===== config.mk =====
export PLATFORM = sky130hd
export DESIGN_NAME = vga_fb_arbiter_flat
export DESIGN_NICKNAME = d
export VERILOG_FILES = /design/src/rtl/fb_arb_pkg.sv /design/src/rtl/vga_fb_arbiter_if.sv /design/src/rtl/cam_page_ctrl.sv /design/src/rtl/vga_fb_arbiter.sv /design/src/flat_wrapper.sv
export SDC_FILE = /design/constraint.sdc
export NUM_CORES = 1
export LEC_CHECK = 0
export CAP_MARGIN = 30
export CORE_ASPECT_RATIO = 0.75
export CORE_UTILIZATION = 27
export DETAILED_ROUTE_END_ITERATION = 8
export GPL_TIMING_DRIVEN = 1
export PLACE_DENSITY = 0.89
export SKIP_LAST_GASP = 1
export SYNTH_ARGS = -nofsm -noshare
export SYNTH_HDL_FRONTEND = slang
export SYNTH_SLANG_ARGS = --single-unit

===== constraint.sdc =====
create_clock -name clk -period 2.6 [get_ports clk]
set_input_delay 0.26 -clock clk [delete_from_list [all_inputs] [get_ports clk]]
set_output_delay 0.26 -clock clk [all_outputs]
set_load 0.05 [all_outputs]

===== src/rtl/fb_arb_pkg.sv =====
// Shared types and address helper for the VGA frame-buffer arbiter.
package fb_arb_pkg;

    typedef enum logic [1:0] {
        WRITE = 2'd0,
        HOLD  = 2'd1,
        SKIP  = 2'd2
    } cam_state_t;

    localparam int unsigned NUM_CAM   = 2;
    localparam int unsigned PAGE_BITS = 1;
    localparam int unsigned CAM_BITS  = 1;
    localparam int unsigned MAX_OFF_W = 32;
    localparam int unsigned FB_W      = MAX_OFF_W + PAGE_BITS + CAM_BITS;

    // Builds {cam, page, offset} with the offset field off_w bits wide.
    function automatic logic [FB_W-1:0] fb_addr(
        input logic                 cam,
        input logic                 page,
        input logic [MAX_OFF_W-1:0] offset,
        input int unsigned          off_w
    );
        logic [FB_W-1:0] hi;
        hi = FB_W'({cam, page}) << off_w;
        return hi | FB_W'(offset);
    endfunction

endpackage


===== src/rtl/vga_fb_arbiter_if.sv =====
// Camera, display-read and memory signal bundle for the frame-buffer arbiter.
interface vga_fb_arbiter_if #(
    parameter int unsigned ADDR_W = 17,
    parameter int unsigned DATA_W = 16
);
    logic                  frame_tick;
    logic                  rd_req;
    logic                  rd_cam;
    logic [ADDR_W-1:0]     rd_addr;
    logic [DATA_W-1:0]     rd_data;
    logic                  rd_valid;
    logic [1:0]            cam_valid;
    logic [1:0]            cam_ready;
    logic [2*ADDR_W-1:0]   cam_addr;
    logic [2*DATA_W-1:0]   cam_data;
    logic [1:0]            cam_sof;
    logic [1:0]            cam_eof;
    logic                  mem_en;
    logic                  mem_we;
    logic [ADDR_W+1:0]     mem_addr;
    logic [DATA_W-1:0]     mem_wdata;
    logic [DATA_W-1:0]     mem_rdata;
    logic [1:0]            front_page;

    modport slave (
        input  frame_tick, rd_req, rd_cam, rd_addr,
        input  cam_valid, cam_addr, cam_data, cam_sof, cam_eof,
        input  mem_rdata,
        output rd_data, rd_valid, cam_ready,
        output mem_en, mem_we, mem_addr, mem_wdata, front_page
    );

    modport master (
        output frame_tick, rd_req, rd_cam, rd_addr,
        output cam_valid, cam_addr, cam_data, cam_sof, cam_eof,
        output mem_rdata,
        input  rd_data, rd_valid, cam_ready,
        input  mem_en, mem_we, mem_addr, mem_wdata, front_page
    );
endinterface


===== src/rtl/cam_page_ctrl.sv =====
// Per-camera double-buffer page FSM: tracks the displayed page and decides
// whether the current beat needs memory (wr_req) or is thrown away (drop).
module cam_page_ctrl
    import fb_arb_pkg::*;
(
    input  logic clk,
    input  logic reset,
    input  logic i_valid,
    input  logic i_sof,
    input  logic i_eof,
    input  logic i_grant,
    input  logic i_frame_tick,
    output logic o_wr_req,
    output logic o_drop,
    output logic o_back_page,
    output logic o_front
);

    cam_state_t r_state;
    cam_state_t w_state_nxt;
    logic       r_front;
    logic       w_front_nxt;

    always_ff @(posedge clk or posedge reset) begin
        if (reset) begin
            r_state <= WRITE;
            r_front <= 1'b0;
        end else begin
            r_state <= w_state_nxt;
            r_front <= w_front_nxt;
        end
    end

    // A tick only matters in HOLD, so an eof landing with a tick waits for the next one.
    always_comb begin
        w_state_nxt = r_state;
        w_front_nxt = r_front;
        o_wr_req    = 1'b0;
        o_drop      = 1'b0;
        case (r_state)
            WRITE: begin
                o_wr_req = i_valid;
                if (i_grant && i_eof) w_state_nxt = HOLD;
            end
            HOLD: begin
                o_drop = i_valid;
                if (i_frame_tick) begin
                    w_front_nxt = ~r_front;
                    w_state_nxt = SKIP;
                end
            end
            SKIP: begin
                if (i_valid && i_sof) begin
                    o_wr_req = 1'b1;
                    if (i_grant) w_state_nxt = i_eof ? HOLD : WRITE;
                end else begin
                    o_drop = i_valid;
                end
            end
            default: w_state_nxt = WRITE;
        endcase
    end

    assign o_front     = r_front;
    assign o_back_page = ~r_front;

endmodule


===== src/rtl/vga_fb_arbiter.sv =====
// Single-port frame-buffer arbiter: display reads first, camera writes
// round-robin, with tear-free page swaps at vertical blank.
module vga_fb_arbiter
    import fb_arb_pkg::*;
#(
    parameter int unsigned ADDR_W = 17,
    parameter int unsigned DATA_W = 16
) (
    input  logic             clk,
    input  logic             reset,
    vga_fb_arbiter_if.slave  bus
);

    localparam int unsigned MA_W = ADDR_W + 2;

    logic [1:0] w_wr_req;
    logic [1:0] w_drop;
    logic [1:0] w_back;
    logic [1:0] w_front;
    logic [1:0] w_grant;
    logic       r_last_cam;
    logic       r_rd_valid;

    cam_page_ctrl u_cam0 (
        .clk          (clk),
        .reset        (reset),
        .i_valid      (bus.cam_valid[0]),
        .i_sof        (bus.cam_sof[0]),
        .i_eof        (bus.cam_eof[0]),
        .i_grant      (w_grant[0]),
        .i_frame_tick (bus.frame_tick),
        .o_wr_req     (w_wr_req[0]),
        .o_drop       (w_drop[0]),
        .o_back_page  (w_back[0]),
        .o_front      (w_front[0])
    );

    cam_page_ctrl u_cam1 (
        .clk          (clk),
        .reset        (reset),
        .i_valid      (bus.cam_valid[1]),
        .i_sof        (bus.cam_sof[1]),
        .i_eof        (bus.cam_eof[1]),
        .i_grant      (w_grant[1]),
        .i_frame_tick (bus.frame_tick),
        .o_wr_req     (w_wr_req[1]),
        .o_drop       (w_drop[1]),
        .o_back_page  (w_back[1]),
        .o_front      (w_front[1])
    );

    // r_last_cam=1 means cam1 was granted last, so cam0 wins the next tie.
    always_comb begin
        w_grant = 2'b00;
        if (!bus.rd_req) begin
            case (w_wr_req)
                2'b01:   w_grant = 2'b01;
                2'b10:   w_grant = 2'b10;
                2'b11:   w_grant = r_last_cam ? 2'b01 : 2'b10;
                default: w_grant = 2'b00;
            endcase
        end
    end

    always_ff @(posedge clk or posedge reset) begin
        if (reset) begin
            r_last_cam <= 1'b1;
            r_rd_valid <= 1'b0;
        end else begin
            if (w_grant != 2'b00) r_last_cam <= w_grant[1];
            r_rd_valid <= bus.rd_req;
        end
    end

    always_comb begin
        bus.mem_en    = 1'b0;
        bus.mem_we    = 1'b0;
        bus.mem_addr  = '0;
        bus.mem_wdata = '0;
        if (bus.rd_req) begin
            bus.mem_en   = 1'b1;
            bus.mem_addr = MA_W'(fb_addr(bus.rd_cam, w_front[bus.rd_cam],
                                         MAX_OFF_W'(bus.rd_addr), ADDR_W));
        end else if (w_grant[0]) begin
            bus.mem_en    = 1'b1;
            bus.mem_we    = 1'b1;
            bus.mem_addr  = MA_W'(fb_addr(1'b0, w_back[0],
                                          MAX_OFF_W'(bus.cam_addr[ADDR_W-1:0]), ADDR_W));
            bus.mem_wdata = bus.cam_data[DATA_W-1:0];
        end else if (w_grant[1]) begin
            bus.mem_en    = 1'b1;
            bus.mem_we    = 1'b1;
            bus.mem_addr  = MA_W'(fb_addr(1'b1, w_back[1],
                                          MAX_OFF_W'(bus.cam_addr[2*ADDR_W-1:ADDR_W]), ADDR_W));
            bus.mem_wdata = bus.cam_data[2*DATA_W-1:DATA_W];
        end
    end

    assign bus.cam_ready  = w_grant | w_drop;
    assign bus.front_page = w_front;
    assign bus.rd_valid   = r_rd_valid;
    assign bus.rd_data    = r_rd_valid ? bus.mem_rdata : '0;

endmodule


===== src/flat_wrapper.sv =====
// flat-port wrapper written by rule: the top's interface ports become plain ports
module vga_fb_arbiter_flat import fb_arb_pkg::*;
#(
    parameter int unsigned ADDR_W = 17,
    parameter int unsigned DATA_W = 16
)
  (clk, reset, bus_frame_tick, bus_rd_req, bus_rd_cam, bus_rd_addr, bus_cam_valid, bus_cam_addr, bus_cam_data, bus_cam_sof, bus_cam_eof, bus_mem_rdata, bus_rd_data, bus_rd_valid, bus_cam_ready, bus_mem_en, bus_mem_we, bus_mem_addr, bus_mem_wdata, bus_front_page);
  vga_fb_arbiter_if #(.ADDR_W(ADDR_W), .DATA_W(DATA_W)) bus_i ();
  input  logic clk;
  input  logic reset;
  input wire logic [$bits(bus_i.frame_tick)-1:0] bus_frame_tick;
  input wire logic [$bits(bus_i.rd_req)-1:0] bus_rd_req;
  input wire logic [$bits(bus_i.rd_cam)-1:0] bus_rd_cam;
  input wire logic [$bits(bus_i.rd_addr)-1:0] bus_rd_addr;
  input wire logic [$bits(bus_i.cam_valid)-1:0] bus_cam_valid;
  input wire logic [$bits(bus_i.cam_addr)-1:0] bus_cam_addr;
  input wire logic [$bits(bus_i.cam_data)-1:0] bus_cam_data;
  input wire logic [$bits(bus_i.cam_sof)-1:0] bus_cam_sof;
  input wire logic [$bits(bus_i.cam_eof)-1:0] bus_cam_eof;
  input wire logic [$bits(bus_i.mem_rdata)-1:0] bus_mem_rdata;
  output wire logic [$bits(bus_i.rd_data)-1:0] bus_rd_data;
  output wire logic [$bits(bus_i.rd_valid)-1:0] bus_rd_valid;
  output wire logic [$bits(bus_i.cam_ready)-1:0] bus_cam_ready;
  output wire logic [$bits(bus_i.mem_en)-1:0] bus_mem_en;
  output wire logic [$bits(bus_i.mem_we)-1:0] bus_mem_we;
  output wire logic [$bits(bus_i.mem_addr)-1:0] bus_mem_addr;
  output wire logic [$bits(bus_i.mem_wdata)-1:0] bus_mem_wdata;
  output wire logic [$bits(bus_i.front_page)-1:0] bus_front_page;
  assign bus_i.frame_tick = bus_frame_tick;
  assign bus_i.rd_req = bus_rd_req;
  assign bus_i.rd_cam = bus_rd_cam;
  assign bus_i.rd_addr = bus_rd_addr;
  assign bus_i.cam_valid = bus_cam_valid;
  assign bus_i.cam_addr = bus_cam_addr;
  assign bus_i.cam_data = bus_cam_data;
  assign bus_i.cam_sof = bus_cam_sof;
  assign bus_i.cam_eof = bus_cam_eof;
  assign bus_i.mem_rdata = bus_mem_rdata;
  assign bus_rd_data = bus_i.rd_data;
  assign bus_rd_valid = bus_i.rd_valid;
  assign bus_cam_ready = bus_i.cam_ready;
  assign bus_mem_en = bus_i.mem_en;
  assign bus_mem_we = bus_i.mem_we;
  assign bus_mem_addr = bus_i.mem_addr;
  assign bus_mem_wdata = bus_i.mem_wdata;
  assign bus_front_page = bus_i.front_page;
  vga_fb_arbiter #(.ADDR_W(ADDR_W), .DATA_W(DATA_W)) u_core (.clk(clk), .reset(reset), .bus(bus_i));
endmodule

### Word-level counts from Yosys, hierarchy flattened

Index checks and enable logic that the tools add are counted.

* add/subtract/negate cells: 0
* $mul: 0
* div/mod/pow operators: 0
* order comparisons: 1
* eq/ne operators: 15
* shifts and indexed selects: 0
* mux-type cells: 35
* bitwise gates (word level): 6
* reduce and logical (&&, ||, !) cells: 11

Operators by type and width (number)
* 2-to-1 mux 16 bit: 4
* 2-to-1 mux 19 bit: 3
* bitwise OR 19 x 17 -> 19 bit: 2
* 2-to-1 mux 2 bit: 9
* bitwise OR 18 x 17 -> 18 bit: 1
* case mux 2 bit (3 select lines): 3
* 2-to-1 mux 1 bit: 12
* inequality test 2 bit, second input constant: 6
* equality test 2 bit, second input constant: 4
* case mux 1 bit (2 select lines): 4
* AND reduction 4 bit: 2
* equality test 2 x 1 -> 1 bit, second input constant: 3
* logical AND 1 bit: 4
* zero test 2 bit: 2
* inequality test 2 x 1 -> 1 bit, second input constant: 2
* AND reduction 2 bit: 2
* < comparator 1 x 2 -> 1 bit, second input constant: 1
* NOT 1 bit: 2
* bitwise OR 2 bit: 1
* nonzero test 2 bit: 1

* register bits: 8
* bits in latches: 0
* bits in writable memories: 0
* memory bits (read-only): 0
* bits of input ports: 110
* output and inout bits: 58
* logic and storage cells: 74
* memories kept: 0

### Depth between registers and ports, before layout

Gate-level depths: netlist of the first run.

* depth after elaboration: 9
* mapped depth: 9
* gate-level depth less buffers: 7

### Hierarchy

Synthesis of the first run repeated with hierarchy kept, for this count alone.

* cells, all modules: 150
* area total of the unflattened synthesis: 1425.1 µm²

By module, submodules not included
* vga_fb_arbiter: times used 1, cells each 94, area an instance 807.0 µm², seq. area each 51.3 µm²
* cam_page_ctrl: times used 2, cells each 28, area an instance 309.0 µm², seq. area each 75.1 µm²

### Least setup slack after synthesis of the first run

No wires, ideal clock.

* kind: register -> output
* start: register u_core.u_cam1.r_state[0]
* end: output port bus_mem_addr[10]
* arrival: 1888 ps
* required time: 2340 ps
* path slack: 452 ps
* cell stages (with the launch flop): 10
* buffers on the path: 2
* cells stage by stage: dfrtp_1 > inv_1 > ha_1 > a21oi_2 > nor2_1 > and3_4 > buf_6 > buf_2 > a22oi_1 > nand2_1

* longest elaborated chain between the ends: 8

RTL lines
* from (decl): RTL line cam_page_ctrl.sv:19 `cam_state_t r_state;`
* from (signal assigned): RTL line cam_page_ctrl.sv:29 `r_state <= w_state_nxt;`
* equality test 2 bit or zero test 2 bit (tied branches): RTL line cam_page_ctrl.sv:40 `case (r_state)`
* case mux 1 bit (2 select lines) (*): RTL line cam_page_ctrl.sv:40
* equality test 2 bit or equality test 2 x 1 -> 1 bit (tied branches): RTL line vga_fb_arbiter.sv:56 `case (w_wr_req)`
* case mux 2 bit (3 select lines) (*): RTL line vga_fb_arbiter.sv:56
* 2-to-1 mux 2 bit (*): RTL line vga_fb_arbiter.sv:55 `if (!bus.rd_req) begin`
* 2-to-1 mux 19 bit: RTL line vga_fb_arbiter.sv:90 `end else if (w_grant[1]) begin`
* 2-to-1 mux 19 bit (*): RTL line vga_fb_arbiter.sv:84 `end else if (w_grant[0]) begin`
* 2-to-1 mux 19 bit (*): RTL line vga_fb_arbiter.sv:80 `if (bus.rd_req) begin`
* to (decl): RTL line flat_wrapper.sv:26 `output wire logic [$bits(bus_i.mem_addr)-1:0] bus_mem_addr;`

Every way passes the cells marked *; elsewhere a longest branch is shown, timed or not.

### Worst setup path in the final report of the first run

* start: register u_core.u_cam1.r_state[1]
* end: output port bus_mem_en

* longest elaborated chain between the ends: 8

RTL lines
* equality test 2 bit or zero test 2 bit (tied branches): RTL line cam_page_ctrl.sv:40
* case mux 1 bit (2 select lines) (*): RTL line cam_page_ctrl.sv:40
* equality test 2 bit or equality test 2 x 1 -> 1 bit (tied branches): RTL line vga_fb_arbiter.sv:56
* case mux 2 bit (3 select lines) (*): RTL line vga_fb_arbiter.sv:56
* 2-to-1 mux 2 bit (*): RTL line vga_fb_arbiter.sv:55
* 2-to-1 mux 1 bit: RTL line vga_fb_arbiter.sv:90
* 2-to-1 mux 1 bit (*): RTL line vga_fb_arbiter.sv:84
* 2-to-1 mux 1 bit (*): RTL line vga_fb_arbiter.sv:80
* to (decl): RTL line flat_wrapper.sv:24 `output wire logic [$bits(bus_i.mem_en)-1:0] bus_mem_en;`

Marks and branches as above.

==> flow_summary.toml, run 1 <==
[detailed_routing]
detail-route-antenna-nets = 0
firstDrtPassIters = 6
wl_per_cell_um = 18.2
drc = 22
drt_iter0_markers = 95
via_per_inst = 4.84
dr_total_vias = 1921
wirelength_um = 7230

[worst_setup_path]
r2r-start = "u_core.u_cam1.r_state[1]"
criticalPathCategory = "reg2out"
worstRegToRegCells = 9
critPathArrivalTime_ns = 2.28
worstSetupStartpoint = "u_core.u_cam1.r_state[1]"
timing.rr.end = "u_core.u_cam0.r_state[0]"
r2r_slack_ns = 0.49
crit_end = "bus_mem_en"
start_kind = "register"
worst_setup_path_end_kind = "primary output"
critPathRequiredTime_ns = 2.34
cp_max_fo = 16

[die]
die_w_um = 84.1
die_y_um = 63.6
num_rows = 21
floorplan.initialDensity_pct = 29.3
ios = 168
die_area_um2 = 5340
placeableCoreArea_um2 = 4650

[logic_synthesis]
synthArstFlopShare_pct = 100
netlist_area_um2 = 1360
yosys_warnings = 0
synth_edf_count = 0
ys_seq_area_share_pct = 14.8
synthFlopType = "dfrtp_1"
syn-num-nets = 294
avgSynthCellArea_um2 = 7.88
synth-seq-cells = 8
synth.distinct_cells = 40
synthCells = 173

[clock_tree]
cts_buffer_depth = 2
cts.root.buffer_cell = "clkbuf_8"
ctsHoldBuffers = 0
path_clk_slew_ns = 0.05
clk_latency_ns = 0.24
cts_sinks = 8
cts_made_buffers = 3
cts_tree = "done"
h-tree-depth = 1

[finish]
ff_latch_area_um2 = 203
multi_input_area_um2 = 1090
antenna_cells = 0
final_net_count = 462
final_util_pct = 77.5
fill_cells = 307
layout-drive-gt1-share_pct = 25.3
synthToLayoutAreaGrowth_pct = 164
final_area_um2 = 3600

[global_route]
grt_use_met1_pct = 28.2
globalRouteMet3Util_pct = 7.47
grt_use_total_pct = 25.0
grt_antenna_before_repair = 0
grtUsageMet2_pct = 47.1
busiest_layer = "met2"
grt_pass1_vias = 1930
grt-ovfl-total = 0
grt_max_degree = 27
grt_pass1_wl_um = 10400

[pwr]
leakagePower_nw = 1.50
power.total_mw = 2.79
irDropWorstVdd_v = 0.000613
power_density_nw_per_um2 = 774

[run_status]
status = "finished, violations left"
violations = "DRC"

[min_path]
min_path_type = "in2async"

[sta]
worst-slew-pin-transition_ns = 0.553
whs_ns = 0.277
timing.fmax_ghz = 0.393
period_minus_slack_ns = 2.54
slew_violations = 0
max-slew-margin-rel_pct = 63.1
skew_ns = 0.00213
post-route-period-util_pct = 97.8
setup_violations = 0
hold_violations = 0
fin_tns_setup_ns = 0
rsz0062_at_grt = "false"

[place]
portBuffers = 167
place_area_um2 = 3440
gp_congestion = 0.827
dpl.hpwl_um = 5600

[run]
maxCapViolations = 0
[report_power, final]
group	internal, mW	leakage, nW	total, mW	switching (mW)
clock	0.107	0.0228	0.164	0.0574
combinational	1.12	1.38	2.37	1.25
sequential	0.188	0.0940	0.257	0.0694
total	1.41	1.50	2.79	1.38
[cells in the final DEF (no fill, tap or decap), types with 4 or more instances in the layout]
| cell type | instances |
|---|---|
| a21oi_1 | 5 |
| a22o_1 | 13 |
| a22oi_1 | 9 |
| a22oi_2 | 8 |
| and2_1 | 16 |
| buf_12 | 42 |
| buf_4 | 4 |
| clkdlybuf4s50_1 | 128 |
| dfrtp_1 | 6 |
| ha_1 | 6 |
| inv_1 | 8 |
| nand2_1 | 38 |
[sequential cells by signal (all words and copies together) (netlist names)]
name                   cells
u_core.r_last_cam          1
u_core.u_cam1.r_state      2
u_core.u_cam0.o_front      1
u_core.bus.rd_valid        1
u_core.u_cam0.r_state      2
u_core.u_cam1.o_front      1
[synth_stat cells, types with 3 or more instances]
cell | count | area, µm²
nand2_1 | 38 | 143
and2_1 | 16 | 100
a22o_1 | 13 | 114
ha_1 | 11 | 138
inv_1 | 11 | 41.3
a22oi_1 | 10 | 75.1
a22oi_2 | 7 | 87.6
dfrtp_1 | 7 | 175
a21oi_1 | 6 | 30.0
buf_6 | 5 | 56.3
a22o_2 | 3 | 30.0
clkbuf_1 | 3 | 11.3
mux2_2 | 3 | 33.8
nor2_1 | 3 | 11.3
[logic make-up after synthesis]
family | synth area share, %
simple gates | 25.5
compound gates | 34.4
buf+inv | 9.82
fa+ha+maj | 10.1
flops | 14.8
mux | 4.13
xor+xnor | 1.28
[per-layer routing]
metal	wire length, µm	share of wire [%]
met4	123	1.7
met5	0	0
met2	3720	51
met1	2780	38
met3	601	8.3
[what timing repair did]
| item | 4_1_cts | 5_1_grt |
|---|---|---|
| pin swaps | 2 | 3 |
| setup endpoints to repair | 35 | 22 |
| cloned | 1 | 0 |
| buffers inserted | 0 | 4 |
| resized for setup | 3 | 12 |
[final cells by class]
cell class | instances | area share [%]
clock buffer | 4 | 1.25
inverter | 11 | 1.15
multi-input combinational | 143 | 30.3
sequential | 8 | 5.62
tap | 57 | 1.98
timing repair buffer | 174 | 59.7
[through the flow]
| stage | cells | setup slack (ns) |
|---|---|---|
| global route | 397 | 0.000141 |
| CTS | 393 | 0.0162 |
| global placement | 388 | 0.0862 |
| detailed placement | 388 | 0.00259 |
| finish | 397 | 0.0560 |
| floorplan | 173 | 0.452 |
[worst max-delay path: stages, from the launching register on]
cell and delay (ns):
dfrtp_1 0.41, inv_2 0.12, ha_2 0.23, a21oi_2 0.09, o31ai_4 0.23, buf_4 0.19
nor2_4 0.05, buf_12 0.16, or3_1 0.39, buf_12 0.17
[worst min-delay path by stage]
stage / slack [ns] / cells past startpoint / to / start
after floorplan: 0.07 / 1 / u_core.bus.rd_valid / reset
after global placement: 0.51 / 1 / u_core.u_cam1.o_front / u_core.u_cam1.o_front
after detailed placement: 0.52 / 1 / u_core.u_cam1.o_front / u_core.u_cam1.o_front
after CTS: 0.29 / 2 / u_core.u_cam1.r_state[1] / reset
after global routing: 0.34 / 2 / u_core.u_cam1.r_state[1] / reset
final: 0.28 / 2 / u_core.u_cam1.r_state[1] / reset
Power figures use the tool's default switching activity.
==> inputs of run 2 (changes only) <==
--- a/config.mk
+++ b/config.mk
@@ -8,6 +8,7 @@
 export CAP_MARGIN = 30
 export CORE_ASPECT_RATIO = 0.75
 export CORE_UTILIZATION = 27
+export CTS_BUF_LIST = sky130_fd_sc_hd__clkbuf_16
 export DETAILED_ROUTE_END_ITERATION = 8
 export GPL_TIMING_DRIVEN = 1
 export PLACE_DENSITY = 0.89
==> run 2 against run 1 <==
  * The run still ends with DRC left
  * Global-route usage fell by 0.20 points
  * Highest routed layer unchanged
  * Critical endpoint is now bus_mem_addr[9]
  * Clock-buffer cell count fell by 1
  * Largest cell class unchanged
  * Non-clock buffer count fell by 2
  * Clock power rose by 61%
==> flow_summary.toml, run 2 (synthesized netlist as in run 1, its figures left out) <==
[run_status]
status = "finished, violations left"
violations = "DRC"

[die]
num_rows = 21
die_y_um = 63.6
floorplan.initialDensity_pct = 29.3
ios = 168
die_w_um = 84.1
placeableCoreArea_um2 = 4650
die_area_um2 = 5340

[global_route]
grt_antenna_before_repair = 0
grt-ovfl-total = 0
grt_use_total_pct = 24.8
grt_pass1_wl_um = 10300
grt_max_degree = 27
grt_pass1_vias = 1920

[worst_setup_path]
worst_setup_path_end_kind = "primary output"
r2r-start = "u_core.u_cam1.r_state[0]"
critPathArrivalTime_ns = 2.25
critPathMostFrequentCell = "buf_12"
criticalPathCategory = "reg2out"
slowest_delay_ns = 0.43
worstRegToRegCells = 9
timing.critical_path.cells = "inv_2 -> ha_2 -> a21oi_2 -> o31ai_4 -> buf_4 -> nor2_4 -> buf_12 -> a22oi_1 -> nand2_1 -> buf_12"
crit_slowest_cell = "dfrtp_1"
timing.rr.end = "u_core.u_cam0.r_state[0]"
worstSetupStartpoint = "u_core.u_cam1.r_state[0]"
start_kind = "register"
critPathRequiredTime_ns = 2.34
r2r_slack_ns = 0.47
cp_max_fo = 18

[clock_tree]
path_clk_slew_ns = 0.04
ctsHoldBuffers = 0
cts_buffer_depth = 2
h-tree-depth = 1
cts_tree = "done"
clk_latency_ns = 0.23
cts_sinks = 8
cts.root.buffer_cell = "clkbuf_16"
cts_made_buffers = 3

[sta]
skew_ns = 0.00240
slew_violations = 0
max-slew-margin-rel_pct = 63.1
setup_violations = 0
timing.fmax_ghz = 0.399
setup_ws_ns = 0.0912
worst-slew-pin-transition_ns = 0.551
period_minus_slack_ns = 2.51
rsz0062_at_grt = "true"
post-route-period-util_pct = 96.5
hold_violations = 0

[detailed_routing]
drt_iter0_markers = 95
wl_per_cell_um = 17.5
detail-route-antenna-nets = 0
firstDrtPassIters = 7
dr_total_vias = 1893
drc = 22
wirelength_um = 6930
via_per_inst = 4.79

[place]
pre_cts_slack_ns = 0.00259
dpl.hpwl_um = 5600
dp_cells = 388
portBuffers = 167
gp_congestion = 0.827

[run]
maxCapViolations = 0

[finish]
top_regs = "u_core.u_cam0.r_state (2), u_core.u_cam1.r_state (2)"
final_common_cell = "clkdlybuf4s50_1"
final_cell_mix = "128 x clkdlybuf4s50_1, 41 x buf_12, 38 x nand2_1"
layout-drive-gt1-share_pct = 24.3
antenna_cells = 0
final_net_count = 460
fin_cells = 395
synthToLayoutAreaGrowth_pct = 164

[min_path]
min_path_type = "in2async"

[pwr]
power_density_nw_per_um2 = 794
irDropWorstVdd_v = 0.000599
power.total_mw = 2.86
leakagePower_nw = 1.51
## run 2: repair_timing
action | CTS | global route
resized for setup | 2 | 11
endpoints found under the setup margin | 35 | 26
buffers inserted | 0 | 2
gates cloned | 1 | 0
pin swaps | 2 | 3
## run 2: final cells by class
cell class	count	area, µm²
inverters	11	41.3
well taps	57	71.3
flip-flops and latches	8	201
fillers	304	1050
clock inverters	1	3.75
clock buffers	3	75.1
repair buffers	172	2120
multi-input cells	143	1090
## run 2: where the power goes
group	switching, mW	internal [mW]	total, mW
clock network	0.0635	0.201	0.264
logic	1.24	1.10	2.34
registers	0.0693	0.187	0.256
total	1.37	1.49	2.86
## run 2: per-layer routing
metal / GRT usage [%] / vias up / routed length (µm)
li1: - / 942 / -
met1: 28.2 / 869 / 2620
met2: 47.0 / 76 / 3610
met3: 7.08 / 6 / 616
met4: 3.02 / 0 / 85
met5: 0 / - / 0
## run 2: critical path: cells and delay by family, from the launching register on
| kind | cells | cell delay, ns |
|---|---|---|
| compound gates | 3 | 0.55 |
| flops | 1 | 0.43 |
| simple gates | 2 | 0.17 |
| buf+inv | 4 | 0.65 |
| fa+ha+maj | 1 | 0.22 |
## run 2: worst max-delay path by stage
stage	endpoint	slack, ns	depth (start not counted)
after floorplan	bus_mem_addr[10]	0.45	9
after global placement	bus_mem_addr[15]	0.09	8
after detailed placement	bus_mem_addr[9]	0.003	8
after CTS	bus_mem_addr[9]	0.0009	8
after global routing	bus_mem_addr[9]	-0.01	10
final	bus_mem_addr[9]	0.09	10
## run 2: stage by stage
step           utilization [%]  setup TNS, ns  cell area (µm²)  hold WS [ns]
2_1_floorplan                -              0             1360        0.0749
3_3_place_gp              74.0              0             3440         0.508
3_5_place_dp              74.0              0             3440         0.517
4_1_cts                   76.0              0             3530         0.288
5_1_grt                   77.5        -0.0274             3600         0.352
6_report                  77.5              0             3600         0.286
